[src/rtl/bnn_pkg.sv]
// Shared definitions for the binary-network datapath: top-level sequencer
// state codes, loader stream sizes, the trained layer-one kernels and the
// pixel loader FSM encoding.
package bnn_pkg;

    // Top-level sequencer states seen by the loader.
    localparam logic [2:0] STATE_LOAD = 3'b001;
    localparam logic [2:0] STATE_L1   = 3'b010;

    // Stream sizes in bytes: 784 image bits and 72 kernel bits.
    localparam int PIX_BYTES = 98;
    localparam int WGT_BYTES = 9;

    // Trained 3x3x8 layer-one kernels, bit [r*24 + c*8 + w].
    localparam logic [71:0] DEFAULT_WEIGHTS = 72'hA5_3C_96_0F_E7_5A_C3_69_F0;

    // Pixel loader FSM.
    typedef enum logic [1:0] {
        IDLE = 2'd0,
        PIX  = 2'd1,
        WGT  = 2'd2,
        DONE = 2'd3
    } loader_state_e;

endpackage

[src/rtl/pixel_loader.sv]
// pixel_loader: stages the binarised 28x28 image (and optionally the layer-one
// kernels) from the 8-bit input byte stream into flat vectors for layer one.
// Build option: define PIXEL_LOADER_WEIGHTS_EN to load the 72 kernel bits from
// the stream after the image; otherwise the kernels come from DEFAULT_WEIGHTS.
//
// Handshake: a byte transfers on a rising edge where in_valid && in_ready.
// in_ready is combinational from state and the FSM only, never from in_valid;
// in_valid may be held high while in_ready is low, and such bytes are dropped.
module pixel_loader
    import bnn_pkg::STATE_LOAD;
    import bnn_pkg::DEFAULT_WEIGHTS;
    import bnn_pkg::loader_state_e;
    import bnn_pkg::IDLE;
    import bnn_pkg::PIX;
    import bnn_pkg::WGT;
    import bnn_pkg::DONE;
#(
    parameter int PIX_BYTES = bnn_pkg::PIX_BYTES,
    parameter int WGT_BYTES = bnn_pkg::WGT_BYTES
) (
    input  logic                     clk,
    input  logic                     rst_n,
    input  logic [2:0]               state,
    input  logic [7:0]               in_data,
    input  logic                     in_valid,
    output logic                     in_ready,
    output logic [8*PIX_BYTES-1:0]   pixels,
    output logic [71:0]              weights,
    output logic                     load_done,
    output loader_state_e            dbg_fsm_state
);

    // One counter serves both phases, so it is sized for the longer one.
    localparam int CNT_MAX = (PIX_BYTES > WGT_BYTES) ? PIX_BYTES : WGT_BYTES;
    localparam int CNT_W   = $clog2(CNT_MAX);

    localparam logic [CNT_W-1:0] PIX_LAST = CNT_W'(PIX_BYTES - 1);

    loader_state_e          fsm_q, fsm_d;
    logic [CNT_W-1:0]       cnt_q, cnt_d;
    logic [8*PIX_BYTES-1:0] pix_q, pix_d;
    logic                   active;
    logic                   pix_we;

    assign active = (state == STATE_LOAD);

    // Next-state, byte counter and handshake; everything pauses while the
    // sequencer is outside LOAD because in_ready drops with it.
    always_comb begin
        fsm_d    = fsm_q;
        cnt_d    = cnt_q;
        pix_we   = 1'b0;
        in_ready = 1'b0;
        case (fsm_q)
            IDLE: begin
                if (active) begin
                    fsm_d = PIX;
                end
            end
            PIX: begin
                in_ready = active;
                if (active && in_valid) begin
                    pix_we = 1'b1;
                    if (cnt_q == PIX_LAST) begin
                        cnt_d = '0;
`ifdef PIXEL_LOADER_WEIGHTS_EN
                        fsm_d = WGT;
`else
                        fsm_d = DONE;
`endif
                    end else begin
                        cnt_d = cnt_q + 1'b1;
                    end
                end
            end
`ifdef PIXEL_LOADER_WEIGHTS_EN
            WGT: begin
                in_ready = active;
                if (active && in_valid) begin
                    if (cnt_q == CNT_W'(WGT_BYTES - 1)) begin
                        fsm_d = DONE;
                    end else begin
                        cnt_d = cnt_q + 1'b1;
                    end
                end
            end
`endif
            DONE: begin
                fsm_d = DONE;
            end
            default: begin
                fsm_d = IDLE;
            end
        endcase
    end

    // Pixel byte lanes: the counter decodes to one write enable per byte.
    always_comb begin
        pix_d = pix_q;
        for (int k = 0; k < PIX_BYTES; k++) begin
            if (pix_we && (cnt_q == CNT_W'(k))) begin
                pix_d[8*k +: 8] = in_data;
            end
        end
    end

    // FSM, counter and image register; reset discards any partial image.
    always_ff @(posedge clk) begin
        if (!rst_n) begin
            fsm_q <= IDLE;
            cnt_q <= '0;
            pix_q <= '0;
        end else begin
            fsm_q <= fsm_d;
            cnt_q <= cnt_d;
            pix_q <= pix_d;
        end
    end

`ifdef PIXEL_LOADER_WEIGHTS_EN
    logic [71:0] wgt_q, wgt_d;
    logic        wgt_we;

    assign wgt_we = (fsm_q == WGT) && in_ready && in_valid;

    // Weight byte lanes, decoded from the same counter during WGT.
    always_comb begin
        wgt_d = wgt_q;
        for (int j = 0; j < WGT_BYTES; j++) begin
            if (wgt_we && (cnt_q == CNT_W'(j))) begin
                wgt_d[8*j +: 8] = in_data;
            end
        end
    end

    // Weight register, cleared by reset.
    always_ff @(posedge clk) begin
        if (!rst_n) begin
            wgt_q <= '0;
        end else begin
            wgt_q <= wgt_d;
        end
    end

    assign weights = wgt_q;
`else
    assign weights = DEFAULT_WEIGHTS;
`endif

    assign pixels        = pix_q;
    assign load_done     = (fsm_q == DONE);
    assign dbg_fsm_state = fsm_q;

endmodule

[config.mk]
export PLATFORM = sky130hd
export DESIGN_NAME = pixel_loader
export DESIGN_NICKNAME = d
export VERILOG_FILES = /design/src/rtl/bnn_pkg.sv /design/src/rtl/pixel_loader.sv
export SDC_FILE = /design/constraint.sdc
export NUM_CORES = 1
export LEC_CHECK = 0
export ABC_CLOCK_PERIOD_IN_PS = 2450
export CAP_MARGIN = 20
export CORE_AREA = 4 4 334 336
export DETAILED_ROUTE_END_ITERATION = 8
export DIE_AREA = 0 0 338 340
export PLACE_DENSITY = 0.55
export SLEW_MARGIN = 5
export SYNTH_ARGS = -nofsm -noshare
export SYNTH_HDL_FRONTEND = slang
export SYNTH_SLANG_ARGS = --single-unit
[constraint.sdc]
create_clock -name clk -period 2.45 [get_ports clk]
set_clock_uncertainty 0.05 [all_clocks]
set_input_delay 0.245 -clock clk [delete_from_list [all_inputs] [get_ports clk]]
set_output_delay 0.245 -clock clk [all_outputs]
set_load 0.05 [all_outputs]
==> summary.txt <==
Run status
  • Status: complete, no violations

Drt
  • Post-DR vias/cell: 4.50
  • Routed WL: 119 mm
  • Post-route antenna net violation count: 0
  • Initial DRC Count: 1169
  • DR DRC count: 0
  • Drt first pass iters: 5
  • Mean routed wirelength per cell: 22.8 µm
  • DR vias: 23.5k

Pwr
  • Net Switching: 6580 µW
  • Pleak: 0.0161 µW
  • Int Power: 21300 µW
  • Clock power share: 0.496
  • Logic gate share of total power: 0.041
  • Power per cell area: 612 nW/µm²
  • Worst ir drop on vdd: 0.469 mV
  • Seq pwr share: 0.462
  • Sw Ratio: 0.236
  • Final total power: 27900 µW

Synth
  • Mapped Cells: 2833
  • Synthesized area: 30700 µm²
  • YS warnings: 0
  • Seq/Total Area, Yosys: 0.518
  • #FFs+latches synth: 793
  • Post-synth cell types: 33
  • Mean Syn Cell Area: 10.8 µm²

Placed design
  • RD Place Congestion: 0.780
  • # placed instances: 5043
  • DPL Wire Length: 82.9 mm
  • Post-place setup slack: -365 ps
  • Port bufs: 801

GRT
  • GRT met3 Usage: 0.0536
  • Met1 Usage GRT: 0.246
  • Largest net degree at the start of global routing: 125
  • Grt total ovfl: 0
  • GRT Overall Usage: 0.200
  • Layer with the highest usage: met2
  • Initial antenna violation count: 1
  • M2 GR Usage: 0.328
  • Global-route wire length before repair: 170 mm
  • Vias in the first global route: 23.5k

Clock network
  • Clock net sink count: 793
  • CTS tree: built
  • Worst-path clk slew: 60 ps
  • H-tree Lvls: 3
  • Cts bufs inserted: 89
  • Clock Path Buffers: 3
  • Root Buffer: clkbuf_16
  • # Post-CTS Setup Buffers: 0
  • Clk Latency, worst-skew pair: 660 ps

Floorplanning
  • Num rows: 121
  • Chip width: 338 µm
  • Die Span Y: 340 µm
  • Initial cell density of the core: 0.282
  • Io pins: 874
  • Core area: 109000 µm²
  • Area of the die: 115000 µm²

Layout
  • Area Growth Syn to Fin: 48.6%
  • Final net count: 3739
  • Layout cell share with drive strength beyond 1: 0.125
  • Fillers: 10.4k
  • Post-Layout Cell Count: 5211
  • Final core occ: 0.420

Worst setup path
  • Worst Path Arrival: 2060 ps
  • CP delay by family, top: simple AND/OR/NAND/NOR gates
  • Critical path type: reg2out
  • CP dominant cell by count: buf_12
  • CP Cell Sequence: or4b_4 -> buf_12 -> nor2_4 -> buf_12
  • Crit-path max FO: 18
  • CP max stage delay: 560 ps
  • Worst setup EP type: output port
  • CP startpoint kind: flip-flop
  • CP required: 2150 ps
  • Bufs and invs on worst path: 2
  • Worst path slowest cell: or4b_4

Timing
  • Final WS setup: 96.0 ps
  • Fin. max-slew vios: 0
  • Slew @ Worst Pin: 802 ps
  • TNS Setup: 0 ps
  • Final hold vios: 0
  • Final setup vio count: 0
  • RSZ-0062 raised after global routing: no
  • FMAX: 425 MHz
  • Post-layout min period: 2350 ps
  • Final worst path period share: 0.961
  • Relative slew slack: 0.463

Run
  • Max_cap viols: 0

Min path
  • Hold Crit Class: in2reg
==> state kept, by name (all words and copies together), names as in the netlist <==
name / cells
cnt_q: 7
dbg_fsm_state: 2
pixels: 784
==> repair_timing <==
| action | in CTS | in global routing |
|---|---|---|
| hold buffers | 1 | 0 |
| endpoints found under the setup margin | 3 | 16 |
| hold endpoints to repair | 25 | 0 |
| resized for setup | 5 | 2 |
==> placed cells by master, fill, tap and decap left out, types with 7 or more instances in the layout <==
| master | Yosys | routed |
|---|---|---|
| bufinv_16 | 0 | 7 |
| buf_4 | 83 | 96 |
| buf_12 | 0 | 123 |
| clkbuf_1 | 172 | 23 |
| clkbuf_8 | 0 | 18 |
| nand2_4 | 0 | 9 |
| clkbuf_16 | 0 | 92 |
| conb_1 | 2 | 72 |
| nor4_4 | 91 | 91 |
| dfxtp_1 | 793 | 792 |
| clkdlybuf4s50_1 | 0 | 796 |
| or3b_2 | 7 | 7 |
| clkinv_2 | 0 | 14 |
| mux2i_1 | 784 | 784 |
| or4_1 | 10 | 8 |
| nand3b_1 | 11 | 11 |
| nand2_1 | 800 | 791 |
==> layout make-up <==
class / count / area [µm²] / area share
Inverter: 5 / 18.8 / 0.000412
Antenna cell: 2 / 5.00 / 0.000110
Clock buffer: 133 / 2640 / 0.0579
Tap cell: 1414 / 1770 / 0.0388
Multi-Input combinational cell: 1813 / 13600 / 0.300
Sequential cell: 793 / 15900 / 0.349
Clock inverter: 32 / 403 / 0.00884
Timing Repair Buffer: 1019 / 11200 / 0.246
==> routing by layer <==
layer / vias up / share of wire
met5: - / 0
met1: 11400 / 0.42
met3: 197 / 0.065
li1: 11200 / -
met4: 0 / 0.044
met2: 665 / 0.47
==> logic make-up (layout without fill, tap and decap cells) <==
group,count (synthesis),count (layout),share of synthesized area
muxes,784,784,0.256
AOI/OAI and AO/OA,17,17,0.00416
other,2,74,0.000245
adders and majority gates,4,4,0.00163
buffers and inverters,297,1189,0.0485
DFF,793,793,0.518
and+or+nand+nor,936,936,0.172
==> Yosys cell counts, drive strengths merged <==
| cell | n | area (µm²) |
|---|---|---|
| o31ai | 1 | 7.51 |
| nand3 | 6 | 30.0 |
| nor4 | 91 | 1940 |
| or3 | 1 | 6.26 |
| a21o | 2 | 15.0 |
| a21oi | 2 | 10.0 |
| o22ai | 3 | 18.8 |
| or3b | 7 | 61.3 |
| mux2i | 784 | 7850 |
| ha | 4 | 50.1 |
| clkbuf | 172 | 646 |
| buf | 120 | 822 |
| nor4b | 1 | 8.76 |
| nor2 | 2 | 7.51 |
| nand3b | 11 | 82.6 |
| o311ai | 2 | 17.5 |
| o41ai | 2 | 17.5 |
| inv | 5 | 18.8 |
| nand4b | 2 | 17.5 |
| nand2 | 800 | 3000 |
| dfxtp | 793 | 15900 |
| or4 | 10 | 75.1 |
| o211a | 1 | 10.0 |
| conb | 2 | 7.51 |
| and2 | 2 | 12.5 |
| o211ai | 3 | 22.5 |
| nor3 | 1 | 5.00 |
| or4bb | 1 | 11.3 |
| or4b | 1 | 10.0 |
| o32ai | 1 | 8.76 |
==> power groups by stage <==
stage               clock, µW  combinational, µW  sequential [µW]
floorplan                   0                799            13200
CTS                     14300               1170            12900
finish                  13800               1150            12900
detailed placement          0               1170            13200
global route            14800               1220            12900
global placement            0               1170            13200
==> path summary, 6_finish.rpt <==
kind	from	endpoint	slack, ps	depth (start not counted)
setup / recovery	dbg_fsm_state[1]$_SDFFE_PN0P_	in_ready	100	4
hold / removal	in_data[0]	pixels[528]$_SDFFE_PN0P_	350	3
setup reg to reg	dbg_fsm_state[1]$_SDFFE_PN0P_	pixels[207]$_SDFFE_PN0P_	120	6
hold reg to reg	pixels[430]$_SDFFE_PN0P_	pixels[430]$_SDFFE_PN0P_	400	2
==> worst reg2reg max path, delay by kind of cell (launching register included) <==
kind / cells / cell delay, ps
and+or+nand+nor: 2 / 990
buffers and inverters: 3 / 650
DFF: 1 / 370
muxes: 1 / 200
==> per-stage QoR <==
stage	instance area [µm²]	hold slack [ps]
CTS	45500	307
finish	45600	345
detailed placement	42500	395
floorplan	30900	455
global placement	42500	391
global route	45500	330
Note: power is estimated with default switching activity, not from simulation.
